File: src/rtl/mdu_pkg.sv
// Shared encodings for the multiply/divide unit: operation codes, FSM states
// and the default datapath width.
package mdu_pkg;

  localparam int MDU_WIDTH = 32;

  typedef enum logic [1:0] {
    MDU_MULT  = 2'b00,
    MDU_MULTU = 2'b01,
    MDU_DIV   = 2'b10,
    MDU_DIVU  = 2'b11
  } mdu_op_e;

  typedef enum logic [1:0] {
    S_IDLE = 2'b00,
    S_RUN  = 2'b01,
    S_FIX  = 2'b10
  } mdu_state_e;

endpackage

File: src/rtl/mdu_step.sv
// One radix-2 iteration on the {upper, lower} accumulator: shift-add for
// multiply, restoring shift-subtract for divide.
module mdu_step
  import mdu_pkg::*;
#(
  parameter int WIDTH = MDU_WIDTH
) (
  input  logic                 is_div,
  input  logic [2*WIDTH-1:0]   acc_in,
  input  logic [WIDTH-1:0]     opnd,
  output logic [2*WIDTH-1:0]   acc_out
);

  logic [WIDTH:0]   sum;
  logic [WIDTH:0]   rem_sh;
  logic             no_borrow;
  logic [WIDTH-1:0] rem_sub;

  // rem_sh carries one extra bit so a remainder above 2^(WIDTH-1) still compares correctly
  always_comb begin
    sum       = {1'b0, acc_in[2*WIDTH-1:WIDTH]} + (acc_in[0] ? {1'b0, opnd} : '0);
    rem_sh    = acc_in[2*WIDTH-1:WIDTH-1];
    no_borrow = (rem_sh >= {1'b0, opnd});
    rem_sub   = rem_sh[WIDTH-1:0] - opnd;
    if (is_div) begin
      acc_out = {(no_borrow ? rem_sub : rem_sh[WIDTH-1:0]), acc_in[WIDTH-2:0], no_borrow};
    end else begin
      acc_out = {sum, acc_in[WIDTH-1:1]};
    end
  end

endmodule

File: src/rtl/mul_div_unit.sv
// Iterative multiply/divide unit with architectural HI/LO registers.
// Signed operations run on magnitudes and apply the sign fixup in a final cycle.
module mul_div_unit
  import mdu_pkg::*;
#(
  parameter int WIDTH = MDU_WIDTH
) (
  input  logic             clk,
  input  logic             reset,
  input  logic             start,
  input  logic [1:0]       op,
  input  logic [WIDTH-1:0] a,
  input  logic [WIDTH-1:0] b,
  input  logic             mthi,
  input  logic             mtlo,
  input  logic [WIDTH-1:0] wdata,
  output logic             busy,
  output logic             done,
  output logic [WIDTH-1:0] hi,
  output logic [WIDTH-1:0] lo
);

  localparam int CW = $clog2(WIDTH);

  mdu_state_e         state_q, state_d;
  mdu_op_e            op_q, op_d;
  logic [CW-1:0]      count_q, count_d;
  logic [2*WIDTH-1:0] acc_q, acc_d;
  logic [WIDTH-1:0]   opnd_q, opnd_d;
  logic [WIDTH-1:0]   a_raw_q, a_raw_d;
  logic               neg_res_q, neg_res_d;
  logic               neg_rem_q, neg_rem_d;
  logic               dbz_q, dbz_d;
  logic [WIDTH-1:0]   hi_q, hi_d;
  logic [WIDTH-1:0]   lo_q, lo_d;
  logic               busy_q, busy_d;
  logic               done_q, done_d;

  logic               is_div;
  logic [2*WIDTH-1:0] step_acc;
  logic               a_neg, b_neg;
  logic [WIDTH-1:0]   a_mag, b_mag;
  logic [2*WIDTH-1:0] prod_fix;
  logic [WIDTH-1:0]   quo_fix, rem_fix;

  assign is_div = (op_q == MDU_DIV) || (op_q == MDU_DIVU);

  mdu_step #(.WIDTH(WIDTH)) u_step (
    .is_div  (is_div),
    .acc_in  (acc_q),
    .opnd    (opnd_q),
    .acc_out (step_acc)
  );

  // op[0]=0 selects the signed variants, op[1]=1 selects divide
  assign a_neg = ~op[0] & a[WIDTH-1];
  assign b_neg = ~op[0] & b[WIDTH-1];
  assign a_mag = a_neg ? -a : a;
  assign b_mag = b_neg ? -b : b;

  assign prod_fix = neg_res_q ? -acc_q : acc_q;
  assign quo_fix  = neg_res_q ? -acc_q[WIDTH-1:0] : acc_q[WIDTH-1:0];
  assign rem_fix  = neg_rem_q ? -acc_q[2*WIDTH-1:WIDTH] : acc_q[2*WIDTH-1:WIDTH];

  always_comb begin
    state_d   = state_q;
    op_d      = op_q;
    count_d   = count_q;
    acc_d     = acc_q;
    opnd_d    = opnd_q;
    a_raw_d   = a_raw_q;
    neg_res_d = neg_res_q;
    neg_rem_d = neg_rem_q;
    dbz_d     = dbz_q;
    hi_d      = hi_q;
    lo_d      = lo_q;
    busy_d    = busy_q;
    done_d    = 1'b0;
    case (state_q)
      S_IDLE: begin
        if (start) begin
          op_d      = mdu_op_e'(op);
          a_raw_d   = a;
          neg_res_d = a_neg ^ b_neg;
          neg_rem_d = op[1] & a_neg;
          dbz_d     = op[1] && (b == '0);
          count_d   = CW'(WIDTH - 1);
          busy_d    = 1'b1;
          state_d   = S_RUN;
          if (op[1]) begin
            acc_d  = {{WIDTH{1'b0}}, a_mag};
            opnd_d = b_mag;
          end else begin
            acc_d  = {{WIDTH{1'b0}}, b_mag};
            opnd_d = a_mag;
          end
        end else begin
          if (mthi) hi_d = wdata;
          if (mtlo) lo_d = wdata;
        end
      end
      S_RUN: begin
        acc_d = step_acc;
        if (count_q == '0) begin
          state_d = S_FIX;
        end else begin
          count_d = count_q - 1'b1;
        end
      end
      S_FIX: begin
        // Divide by zero reports the untouched dividend rather than the fixed-up remainder
        if (!is_div) begin
          hi_d = prod_fix[2*WIDTH-1:WIDTH];
          lo_d = prod_fix[WIDTH-1:0];
        end else if (dbz_q) begin
          hi_d = a_raw_q;
          lo_d = '1;
        end else begin
          hi_d = rem_fix;
          lo_d = quo_fix;
        end
        busy_d  = 1'b0;
        done_d  = 1'b1;
        state_d = S_IDLE;
      end
      default: begin
        busy_d  = 1'b0;
        state_d = S_IDLE;
      end
    endcase
  end

  always_ff @(posedge clk or negedge reset) begin
    if (!reset) begin
      state_q   <= S_IDLE;
      op_q      <= MDU_MULT;
      count_q   <= '0;
      acc_q     <= '0;
      opnd_q    <= '0;
      a_raw_q   <= '0;
      neg_res_q <= 1'b0;
      neg_rem_q <= 1'b0;
      dbz_q     <= 1'b0;
      hi_q      <= '0;
      lo_q      <= '0;
      busy_q    <= 1'b0;
      done_q    <= 1'b0;
    end else begin
      state_q   <= state_d;
      op_q      <= op_d;
      count_q   <= count_d;
      acc_q     <= acc_d;
      opnd_q    <= opnd_d;
      a_raw_q   <= a_raw_d;
      neg_res_q <= neg_res_d;
      neg_rem_q <= neg_rem_d;
      dbz_q     <= dbz_d;
      hi_q      <= hi_d;
      lo_q      <= lo_d;
      busy_q    <= busy_d;
      done_q    <= done_d;
    end
  end

  assign busy = busy_q;
  assign done = done_q;
  assign hi   = hi_q;
  assign lo   = lo_q;

endmodule

File: config.mk
export PLATFORM = sky130hd
export DESIGN_NAME = mul_div_unit
export DESIGN_NICKNAME = d
export VERILOG_FILES = /design/src/rtl/mdu_pkg.sv /design/src/rtl/mdu_step.sv /design/src/rtl/mul_div_unit.sv
export SDC_FILE = /design/constraint.sdc
export NUM_CORES = 1
export LEC_CHECK = 0
export CELL_PAD_IN_SITES_DETAIL_PLACEMENT = 0
export CELL_PAD_IN_SITES_GLOBAL_PLACEMENT = 2
export CORE_MARGIN = 3
export CORE_UTILIZATION = 32
export CTS_CLUSTER_SIZE = 20
export DETAILED_ROUTE_END_ITERATION = 8
export PLACE_DENSITY = 0.83
export SETUP_SLACK_MARGIN = 0.2
export SLEW_MARGIN = 10
export SYNTH_ARGS = -nofsm -noshare
export SYNTH_HDL_FRONTEND = slang
export SYNTH_HIERARCHICAL = 1
export SYNTH_SLANG_ARGS = --single-unit
File: constraint.sdc
create_clock -name clk -period 3.2 [get_ports clk]
set_input_delay 0.8 -clock clk [delete_from_list [all_inputs] [get_ports clk]]
set_output_delay 0.8 -clock clk [all_outputs]
set_load 0.1 [all_outputs]
==> results.md <==
- Most common cell in the synthesized netlist: nand2_1
- I/O pins: 169
- Status: finished with violations
- Die Area: roughly 58000 sq um
- RSZ-0062 raised after global routing: yes
- Synth top area share: 29.2%
- Pleak: approximately 10 nW
- Syn Area/Cell: approximately 8 sq um
- Most frequent CP cell: buf_4
- Max-slew headroom: between 30% and 40%
- Critical Path Fanout Max: 4
- CP max stage delay: ~400 ps
- Clock transition at path regs: 60 ps
- Cts bufs inserted: 27
- Worst-Margin Slew: 1010 ps
- Post-DP HPWL: about 65 mm
- Largest family of logic cells by synthesized area: compound AO/OA/AOI/OAI gates
- Worst EP arrival: ~3700 ps
- Max clock buf depth: 3
- Crit path max-delay family: compound AO/OA/AOI/OAI gates
- H-tree depth reported by CTS: 1
- Initial Utilization: 32.5%
- Die H: 240 microns
- Nets@finish: 2796
- DR vias/cell: 5.89
- Flip-flop and latch area: 5140 sq um
- Synth cell count leaders: nand2_1 (299), dfrtp_1 (205), o21ai_0 (172), a21oi_1 (145), nor2_1 (140)
- Place WS: -422 ps
- Failing checks: negative setup slack
- Number of global-route vias before repair: 19.1k
- I/O Buffers: 168
- CP cell instances: buf_6 > and2_4 > ha_4 > fa_2 > a21oi_2 > o211ai_1 > a31oi_1 > buf_4 > nor3_4 > o211ai_4 > nor3_2 > a211oi_2 > buf_4 > a221oi_2 > a22o_1
- First-pass GRT wire length: 122 mm
- Post-synthesis sequential area ratio: 29.2%
- Layout cells sized above 1: between 20% and 30%
- GRT Residual Overflow: 0
- Final period util: 101%
- WP data required: 3660 ps
- Max Slew Vio Count: 0
- Post-synth ARST share: 100%
- CTS tree: yes
- Number of synthesized register bits: 205
- Tot GR Track Use: roughly 28%
- CTS Root Cell: clkbuf_16
- Simple-gate share of the synthesized area: 20.1%
- MaxCap Viol Count: 0
- Adder-cell share of the synthesized area: 5.22%
- WL/cell: 24.9 microns
- Area growth from synthesis to layout: 37.1%
- DRT Pass-1 Iters: 8
- Post-Syn Area: about 18000 sq um
- Area leader, netlist: dfrtp_1
- Max Fclk: 0.309 GHz
- Critical path endpoint category: register
- Via count: 19.7k
- Largest net degree at the start of global routing: 98
- Fin. Hold Viols: 0
- Pwr Density: 1350 nW/um^2
- Startpoint types: register
- ANT nets after route: 0
- Post-route DRC violation count: 0
- # fillers: 5431
- Synth top area cells: dfrtp_1 (29%), nand2_1 (6.4%), ha_1 (5.0%)
- Type of the worst min-delay path: in2async
- Peak supply drop: approximately 570 uV
- YS warnings: 6
- Worst Path Buf+Inv: 3
- Slowest-stage cell, CP: dfrtp_1
- GP Congestion: 1.00
- Core Area: 54000 sq um
- Core Rows: 85
- Num Clock Sinks: roughly 200
- Initial DRC Count: between 1.5k and 2k
- Complex-gate fraction of the synthesized area: 28.2%
- Synth Instances: 2193
- Setup_tns: -62.3 ps
- Initial antenna violation count: 1
- Mux contribution to synthesized area: under 10%
- Min Clock Period, post-route: 3230 ps
- Clk_skew: 14.3 ps
- Yosys cell types: 94
- Die width: 240 microns
- Cts hold-fix bufs: 0
- Multi-input gate area: 12200 sq um
- Clock Latency Late Sink: a little under 600 ps
- Crit path kind: reg2reg
- EDFF count, synth: 0
- Synth Area in XOR/XNOR: 8.19%
- Post-synth net total: 2368
- Worst setup margin: -34.7 ps
- Most used DFF post-synth: dfrtp_1
- Total Wirelength: approximately 83 mm
- Final setup viols: 2
[power by group]
part           internal, mW  switching, mW  leakage, nW
logic                  9.86           14.2         7.47
registers              3.85           1.35         2.52
clock network          1.88           1.33        0.441
total                  15.6           16.8         10.4
[state kept, by name, indices dropped and copies added, names as in the netlist]
| signal | cells |
|---|---|
| a_raw_q | 32 |
| acc_q | 64 |
| busy | 1 |
| count_q | 5 |
| dbz_q | 1 |
| done | 1 |
| hi | 32 |
| lo | 32 |
| neg_rem_q | 1 |
| neg_res_q | 1 |
| op_q | 1 |
| opnd_q | 32 |
| state_q | 2 |
[per-layer routing]
layer | wire length, microns | track usage (%) | vias to the layer above
met3 | 6840 | 4.93 | 176
met2 | 37300 | 44.2 | 954
met1 | 35900 | 38.5 | 9614
li1 | - | - | 8918
met4 | 3100 | 9.31 | 0
met5 | 0 | 0 | -
[through the flow]
step	hold slack, ps	utilization, %	area, sq um	cells	power, mW
after floorplan	437	-	17600	2193	18.7
after global placement	467	40.8	22000	3251	26.3
after detailed placement	464	40.8	22000	3251	26.5
after CTS	227	43.6	23600	3327	31.1
after global routing	244	44.5	24000	3337	34.2
final	216	44.5	24100	3338	32.4
[area by class of cell]
type	count	share of cell area (%)
Antenna cell	1	0.0104
Timing Repair Buffer	550	19.3
Clock buffer	35	3.06
Tap cell	696	3.62
Clock inverter	14	0.744
Inverter	70	1.09
Multi-Input combinational cell	1767	50.8
Sequential cell	205	21.4
[cells in the final DEF, fill, tap and decap left out, drive strengths merged, types with 26 or more instances in the layout]
master,count
ha,70
o221ai,39
o22ai,33
xor2,88
clkdlybuf4s50,100
a21o,44
buf,449
clkbuf,36
nand3,30
a22oi,32
mux2,39
o211ai,28
nor3,49
a22o,33
a21oi,149
dfrtp,205
inv,72
a211oi,27
and2,37
o21ai,197
xnor2,76
nand2,300
a31oi,27
nor2,140
nor4,26
o31ai,35
[cells by family (layout without fill, tap and decap cells)]
family / after synthesis / count (layout)
AND/OR/NAND/NOR: 731 / 731
other: 0 / 1
buffers and inverters: 221 / 669
flip-flops: 205 / 205
AO/OA/AOI/OAI: 742 / 742
adder cells (fa/ha/maj): 72 / 72
XOR/XNOR: 164 / 164
multiplexers: 58 / 58
[path summary, 6_finish.rpt]
path,startpoint,endpoint,slack (ps),cells past startpoint
max in group asynchronous,reset,opnd_q[26],2250,2
setup / recovery,opnd_q[0],acc_q[61],-30,15
hold reg to reg,a_raw_q[13],a_raw_q[13],480,2
hold / removal,reset,hi[31],220,1
setup reg to reg,opnd_q[0],acc_q[61],-30,15
min in group clk,a_raw_q[13],a_raw_q[13],480,2
[timing repair]
action / 4_1_cts / 5_1_grt
pin swaps: 54 / 39
gates resized for setup: 94 / 78
setup endpoints to repair: 47 / 64
cloned: 1 / 0
setup buffers: 26 / 10
No activity file was read; power rests on OpenSTA's default activity.
